**src/rtl/snake_pkg.sv**
```systemverilog
// Shared definitions for the snake display path.
// Holds the screen geometry, the coordinate and colour widths, the colour
// used by the background clear, and the arbiter state encoding.
package snake_pkg;

    localparam int SCREEN_W = 160;
    localparam int SCREEN_H = 120;
    localparam int COORD_XW = 8;
    localparam int COORD_YW = 7;
    localparam int COLOUR_W = 3;

    localparam logic [COLOUR_W-1:0] BG_COLOUR = 3'b000;

    // CLEAR: full-screen background sweep owns the plot port.
    // RUN:   snake/food requesters share the port through the arbiter.
    typedef enum logic {
        CLEAR = 1'b0,
        RUN   = 1'b1
    } arb_state_t;

endpackage

```
**src/rtl/clear_sweeper.sv**
```systemverilog
// Raster counter for the background clear.
// Walks (0,0)..(W-1,H-1) with x fastest, one step per cycle while active.
// Ports:
//   clk, rst   clock, synchronous active-high reset (counters -> 0,0)
//   start      zero the counters (entry into a new sweep)
//   active     advance one pixel this cycle
//   x, y       current sweep pixel
//   last       current pixel is (W-1,H-1)
module clear_sweeper
    import snake_pkg::*;
#(
    parameter int W  = SCREEN_W,
    parameter int H  = SCREEN_H,
    parameter int XW = COORD_XW,
    parameter int YW = COORD_YW
) (
    input  logic          clk,
    input  logic          rst,
    input  logic          start,
    input  logic          active,
    output logic [XW-1:0] x,
    output logic [YW-1:0] y,
    output logic          last
);

    localparam logic [XW-1:0] X_LAST = XW'(W - 1);
    localparam logic [YW-1:0] Y_LAST = YW'(H - 1);

    logic x_wrap;
    logic y_wrap;

    assign x_wrap = (x == X_LAST);
    assign y_wrap = (y == Y_LAST);
    assign last   = x_wrap && y_wrap;

    // Counters never count past W-1 / H-1, so no step overflows XW/YW bits.
    always_ff @(posedge clk) begin
        if (rst || start) begin
            x <= '0;
            y <= '0;
        end else if (active) begin
            if (x_wrap) begin
                x <= '0;
                y <= y_wrap ? '0 : y + 1'b1;
            end else begin
                x <= x + 1'b1;
            end
        end
    end

endmodule

```
**src/rtl/plot_arbiter.sv**
```systemverilog
// Owner of the single VGA plot port.
// After reset (or on clear_req) it sweeps the whole screen with BG_COLOUR,
// then shares the port between the snake and food renderers with a
// round-robin valid/ready handshake. All VGA outputs are registered.
// Ports:
//   clk, rst                       clock, synchronous active-high reset
//   clear_req                      start a sweep (honoured only in RUN)
//   s_valid/s_x/s_y/s_colour       snake pixel request, s_ready = accepted
//   f_valid/f_x/f_y/f_colour       food pixel request,  f_ready = accepted
//   x_out/y_out/colour_out/plot    VGA pixel and write enable
//   busy                           high while sweeping
//   clear_done                     pulse while the last sweep pixel is out
//   oob_drop                       pulse when an off-screen pixel was dropped
module plot_arbiter
#(
    parameter int W  = snake_pkg::SCREEN_W,
    parameter int H  = snake_pkg::SCREEN_H,
    parameter int XW = snake_pkg::COORD_XW,
    parameter int YW = snake_pkg::COORD_YW,
    parameter int CW = snake_pkg::COLOUR_W,
    parameter logic [CW-1:0] BG_COLOUR = snake_pkg::BG_COLOUR
) (
    input  logic          clk,
    input  logic          rst,
    input  logic          clear_req,
    input  logic          s_valid,
    input  logic [XW-1:0] s_x,
    input  logic [YW-1:0] s_y,
    input  logic [CW-1:0] s_colour,
    output logic          s_ready,
    input  logic          f_valid,
    input  logic [XW-1:0] f_x,
    input  logic [YW-1:0] f_y,
    input  logic [CW-1:0] f_colour,
    output logic          f_ready,
    output logic [XW-1:0] x_out,
    output logic [YW-1:0] y_out,
    output logic [CW-1:0] colour_out,
    output logic          plot,
    output logic          busy,
    output logic          clear_done,
    output logic          oob_drop
);

    import snake_pkg::arb_state_t;
    import snake_pkg::CLEAR;
    import snake_pkg::RUN;

    // One extra bit so the limits W and H themselves are representable.
    localparam logic [XW:0] X_LIM = (XW + 1)'(W);
    localparam logic [YW:0] Y_LIM = (YW + 1)'(H);

    arb_state_t    state_q;
    arb_state_t    state_d;
    logic          prio_food;     // 1: food wins the next contested cycle
    logic          sweep_start;
    logic          sweep_active;
    logic          sweep_last;
    logic [XW-1:0] sweep_x;
    logic [YW-1:0] sweep_y;
    logic          xfer;
    logic [XW-1:0] sel_x;
    logic [YW-1:0] sel_y;
    logic [CW-1:0] sel_colour;
    logic          sel_oob;

    assign sweep_active = (state_q == CLEAR);
    assign sweep_start  = (state_q == RUN) && clear_req;
    assign busy         = (state_q == CLEAR);

    clear_sweeper #(
        .W  (W),
        .H  (H),
        .XW (XW),
        .YW (YW)
    ) u_sweeper (
        .clk    (clk),
        .rst    (rst),
        .start  (sweep_start),
        .active (sweep_active),
        .x      (sweep_x),
        .y      (sweep_y),
        .last   (sweep_last)
    );

    // State register
    always_ff @(posedge clk) begin
        if (rst) begin
            state_q <= CLEAR;
        end else begin
            state_q <= state_d;
        end
    end

    // Next state: the sweep ends on its last pixel; a clear request only
    // counts in RUN, so a request during a sweep does not restart it.
    always_comb begin
        state_d = state_q;
        case (state_q)
            CLEAR:   if (sweep_last) state_d = RUN;
            RUN:     if (clear_req)  state_d = CLEAR;
            default: state_d = CLEAR;
        endcase
    end

    // Grants. clear_req suppresses grants in its own cycle so a pending
    // requester simply waits out the sweep without being accepted.
    always_comb begin
        s_ready = 1'b0;
        f_ready = 1'b0;
        if (state_q == RUN && !clear_req) begin
            if (s_valid && (!f_valid || !prio_food)) begin
                s_ready = 1'b1;
            end else if (f_valid) begin
                f_ready = 1'b1;
            end
        end
    end

    assign xfer       = s_ready || f_ready;
    assign sel_x      = s_ready ? s_x      : f_x;
    assign sel_y      = s_ready ? s_y      : f_y;
    assign sel_colour = s_ready ? s_colour : f_colour;
    assign sel_oob    = ({1'b0, sel_x} >= X_LIM) || ({1'b0, sel_y} >= Y_LIM);

    // Round-robin pointer: moves only on a completed transfer, including
    // transfers of off-screen pixels that are then dropped.
    always_ff @(posedge clk) begin
        if (rst) begin
            prio_food <= 1'b0;
        end else if (s_ready) begin
            prio_food <= 1'b1;
        end else if (f_ready) begin
            prio_food <= 1'b0;
        end
    end

    // Output registers. Coordinates and colour hold when nothing is plotted,
    // including the cycle after an off-screen pixel is dropped.
    always_ff @(posedge clk) begin
        if (rst) begin
            x_out      <= '0;
            y_out      <= '0;
            colour_out <= '0;
            plot       <= 1'b0;
            clear_done <= 1'b0;
            oob_drop   <= 1'b0;
        end else begin
            plot       <= 1'b0;
            clear_done <= 1'b0;
            oob_drop   <= 1'b0;
            if (state_q == CLEAR) begin
                x_out      <= sweep_x;
                y_out      <= sweep_y;
                colour_out <= BG_COLOUR;
                plot       <= 1'b1;
                clear_done <= sweep_last;
            end else if (xfer) begin
                if (sel_oob) begin
                    oob_drop <= 1'b1;
                end else begin
                    x_out      <= sel_x;
                    y_out      <= sel_y;
                    colour_out <= sel_colour;
                    plot       <= 1'b1;
                end
            end
        end
    end

endmodule

```
**config.mk**
```make
export PLATFORM = sky130hd
export DESIGN_NAME = plot_arbiter
export DESIGN_NICKNAME = d
export VERILOG_FILES = /design/src/rtl/snake_pkg.sv /design/src/rtl/clear_sweeper.sv /design/src/rtl/plot_arbiter.sv
export SDC_FILE = /design/constraint.sdc
export NUM_CORES = 1
export LEC_CHECK = 0
export CELL_PAD_IN_SITES_DETAIL_PLACEMENT = 0
export CELL_PAD_IN_SITES_GLOBAL_PLACEMENT = 1
export CORE_MARGIN = 2
export CORE_UTILIZATION = 36
export DETAILED_ROUTE_END_ITERATION = 7
export PLACE_DENSITY = 0.87
export SLEW_MARGIN = 20
export SYNTH_ARGS = -nofsm -noshare
export SYNTH_HDL_FRONTEND = slang
export SYNTH_SLANG_ARGS = --single-unit
```
**constraint.sdc**
```tcl
create_clock -name clk -period 3.6 [get_ports clk]
set_clock_uncertainty 0.1 [all_clocks]
set_input_delay 0.72 -clock clk [delete_from_list [all_inputs] [get_ports clk]]
set_output_delay 0.72 -clock clk [all_outputs]
set_load 0.03 [all_outputs]
```
==> summary.md <==
| Metric | Value |
|---|---|
| Outcome | `completed` |
| CTS Buf Count | `5` |
| Layout Cells excl Fill | `382` |
| Max Buffers Root-to-Sink | `2` |
| Syn avg cell area | `8.36 µm²` |
| Starting Density | `0.379` |
| Post-Syn Nets | `296` |
| Largest net degree at the start of global routing | `41` |
| Slew HR | `0.488` |
| Max Clock Freq | `0.321 GHz` |
| Worst r2r dst | `x_out[0]` |
| Share of cells above drive strength 1 | `0.0484` |
| Pwr Total | `788 µW` |
| Routed via count divided by cell count | `5.26` |
| Setup TNS | `0 ns` |
| Count of final hold-check violations | `0` |
| Hpwl dp | `4060 µm` |
| Area grow syn2layout | `34.7%` |
| Most used routing layer | `met2` |
| Die X | `80.6 µm` |
| Setup bufs post-CTS | `0` |
| Sequential share of the synthesized area | `0.360` |
| Leakage power | `1.12 nW` |
| Via count | `2010` |
| Final Cycle Share | `0.866` |
| Post-route minimum period | `3.12 ns` |
| CTS H-Tree Depth | `2` |
| Synth Register Bits | `38` |
| GRT met3 Usage | `0.0337` |
| Final WS setup | `0.482 ns` |
| Initial antenna violation count | `0` |
| Final WL | `5470 µm` |
| Placed cell count | `375` |
| Ys flop type | `dfxtp_1` |
| Ports | `65` |
| Pwr/cell area | `276 nW/µm²` |
| Core area | `5570 µm²` |
| Port Buffers | `64` |
| Commonest cells after routing, fill and taps aside | `clkdlybuf4s50_1, dfxtp_1, nor2_1` |
| Combinational power share | `0.111` |
| CTS clk-pin slew, worst paths | `0.07 ns` |
| Hold slack | `0.387 ns` |
| CTS resizes | `0` |
| Commonest non-fill, non-tap cell in the layout | `clkdlybuf4s50_1` |
| P_sw | `174 µW` |
| Max cap viols | `0` |
| # fillers | `580` |
| Number of global-route vias before repair | `1896` |
| Setup crit start | `clear_req` |
| Crit path DAT | `2.30 ns` |
| CP Capture Point | `f_ready` |
| Crit Path Category | `in -> out` |
| Initial DRC count | `151` |
| WP data required | `2.78 ns` |
| Mapped Area | `2110 µm²` |
| First-pass GRT wire length | `8910 µm` |
| Dpl ws | `0.493 ns` |
| Hold path start | `prio_food` |
| Routed len/inst | `14.3 µm` |
| Slew @ Worst Pin | `0.767 ns` |
| Worst r2r src | `state_q` |
| Async S/R FF share, synth | `0` |
| Drt first pass iters | `4` |
| YS warnings | `0` |
| DRC violations left | `0` |
| Die area | `6500 µm²` |
| Row Count | `27` |
| ANT nets after route | `0` |
| RSZ-0062 raised after global routing | `false` |
| Placer congestion estimate | `0.821` |
| CP Capture Type | `primary output` |
| Clock Power Share | `0.342` |
| Total Nets Final | `353` |
| Sinks on Clock Net | `38` |
| Post-synth top area share | `0.360` |
| Yosys cell types | `40` |
| Critical Path Start Type | `primary input` |
| Part of the power in registers | `0.546` |
| Root Buffer | `clkbuf_8` |
| Total track usage | `0.175` |
| Sw frac | `0.222` |
| Reg2Reg Depth | `6` |
| Post-CTS Hold Fix Bufs | `0` |
| Met1 Use GR | `0.234` |
| Area contributors post-synth | `dfxtp_1, mux2i_1, nor2_1` |
| EDFF count, synth | `0` |
| TritonCTS clock tree | `built` |
| Cell count after synthesis | `253` |
| Diodes inserted | `0` |
| Reg2reg setup slack | `1.50 ns` |
| Peak VDD IR | `0.148 mV` |
| Slew Viols, Final | `0` |
| CP max FO | `5` |
| Die Y | `80.6 µm` |
| Met2 Use GR | `0.282` |
| Area leader, netlist | `dfxtp_1` |
| Internal power | `613 µW` |
| Min-delay worst type | `reg -> reg` |
| # setup viols final | `0` |
| Overflow after GRT | `0` |
| Worst skew pair latency | `0.28 ns` |
-- critical path, stage by stage --
cell and delay (ns):
clkdlybuf4s50_1 0.48, nand3b_1 0.28, nor2_1 0.15, clkdlybuf4s50_1 0.67
-- power groups by stage --
stage	Clock (mW)	Combinational [mW]	Sequential [mW]
6_report	0.270	0.0878	0.430
5_1_grt	0.299	0.0954	0.431
3_3_place_gp	0	0.0864	0.440
3_5_place_dp	0	0.0881	0.440
2_1_floorplan	0	0.0259	0.444
4_1_cts	0.279	0.0883	0.430
-- Yosys cell counts, types with 2 or more instances --
cell type,count
a21oi_1,8
inv_1,2
clkbuf_1,6
nand2_1,27
and3b_1,3
mux2i_1,17
nor3_1,3
nand4b_1,2
or3_1,3
buf_6,2
nand3_1,9
nand4_1,6
nand2b_1,2
buf_1,2
buf_2,5
dfxtp_1,38
a311oi_1,3
nor2b_1,5
a31oi_1,15
o31ai_1,14
ha_1,2
nor2_1,31
o21ai_0,7
xor2_1,6
xnor2_1,3
nor3b_1,15
buf_4,4
-- logic make-up after synthesis --
logic type / count (synthesis) / synth area share
AO/OA/AOI/OAI: 51 / 0.157
XOR/XNOR: 9 / 0.0373
adder cells (fa/ha/maj): 2 / 0.0118
buffers and inverters: 21 / 0.0544
flip-flops: 38 / 0.360
multiplexers: 17 / 0.0805
AND/OR/NAND/NOR: 115 / 0.299
-- final cells by class --
class	instances	area [µm²]	share of cell area
Multi-Input combinational cell	194	1240	0.435
Sequential cell	38	761	0.267
Timing Repair Buffer	69	676	0.237
Tap cell	72	90.1	0.0316
Clock buffer	7	76.3	0.0268
Inverter	2	7.51	0.00264
-- worst min path at each step --
stage	cells past startpoint	endpoint
floorplan	2	prio_food
global placement	2	prio_food
detailed placement	2	prio_food
CTS	2	prio_food
global route	2	prio_food
finish	2	prio_food
-- registers in the layout, indices dropped and copies added, names as in the netlist, 3 cells and up --
signal	flops
u_sweeper.x	8
x_out	8
u_sweeper.y	7
y_out	7
colour_out	3
-- metal layers --
| metal | vias to the layer above | wire (µm) |
|---|---|---|
| met5 | - | 0 |
| met4 | 0 | 53 |
| met3 | 4 | 279 |
| met2 | 55 | 2450 |
| met1 | 923 | 2690 |
| li1 | 1028 | - |
-- stage by stage --
| step | util | instance area (µm²) |
|---|---|---|
| finish | 0.511 | 2850 |
| global route | 0.511 | 2850 |
| global placement | 0.497 | 2770 |
| detailed placement | 0.497 | 2770 |
| CTS | 0.511 | 2850 |
| floorplan | - | 2110 |
Power figures use the tool's default switching activity.
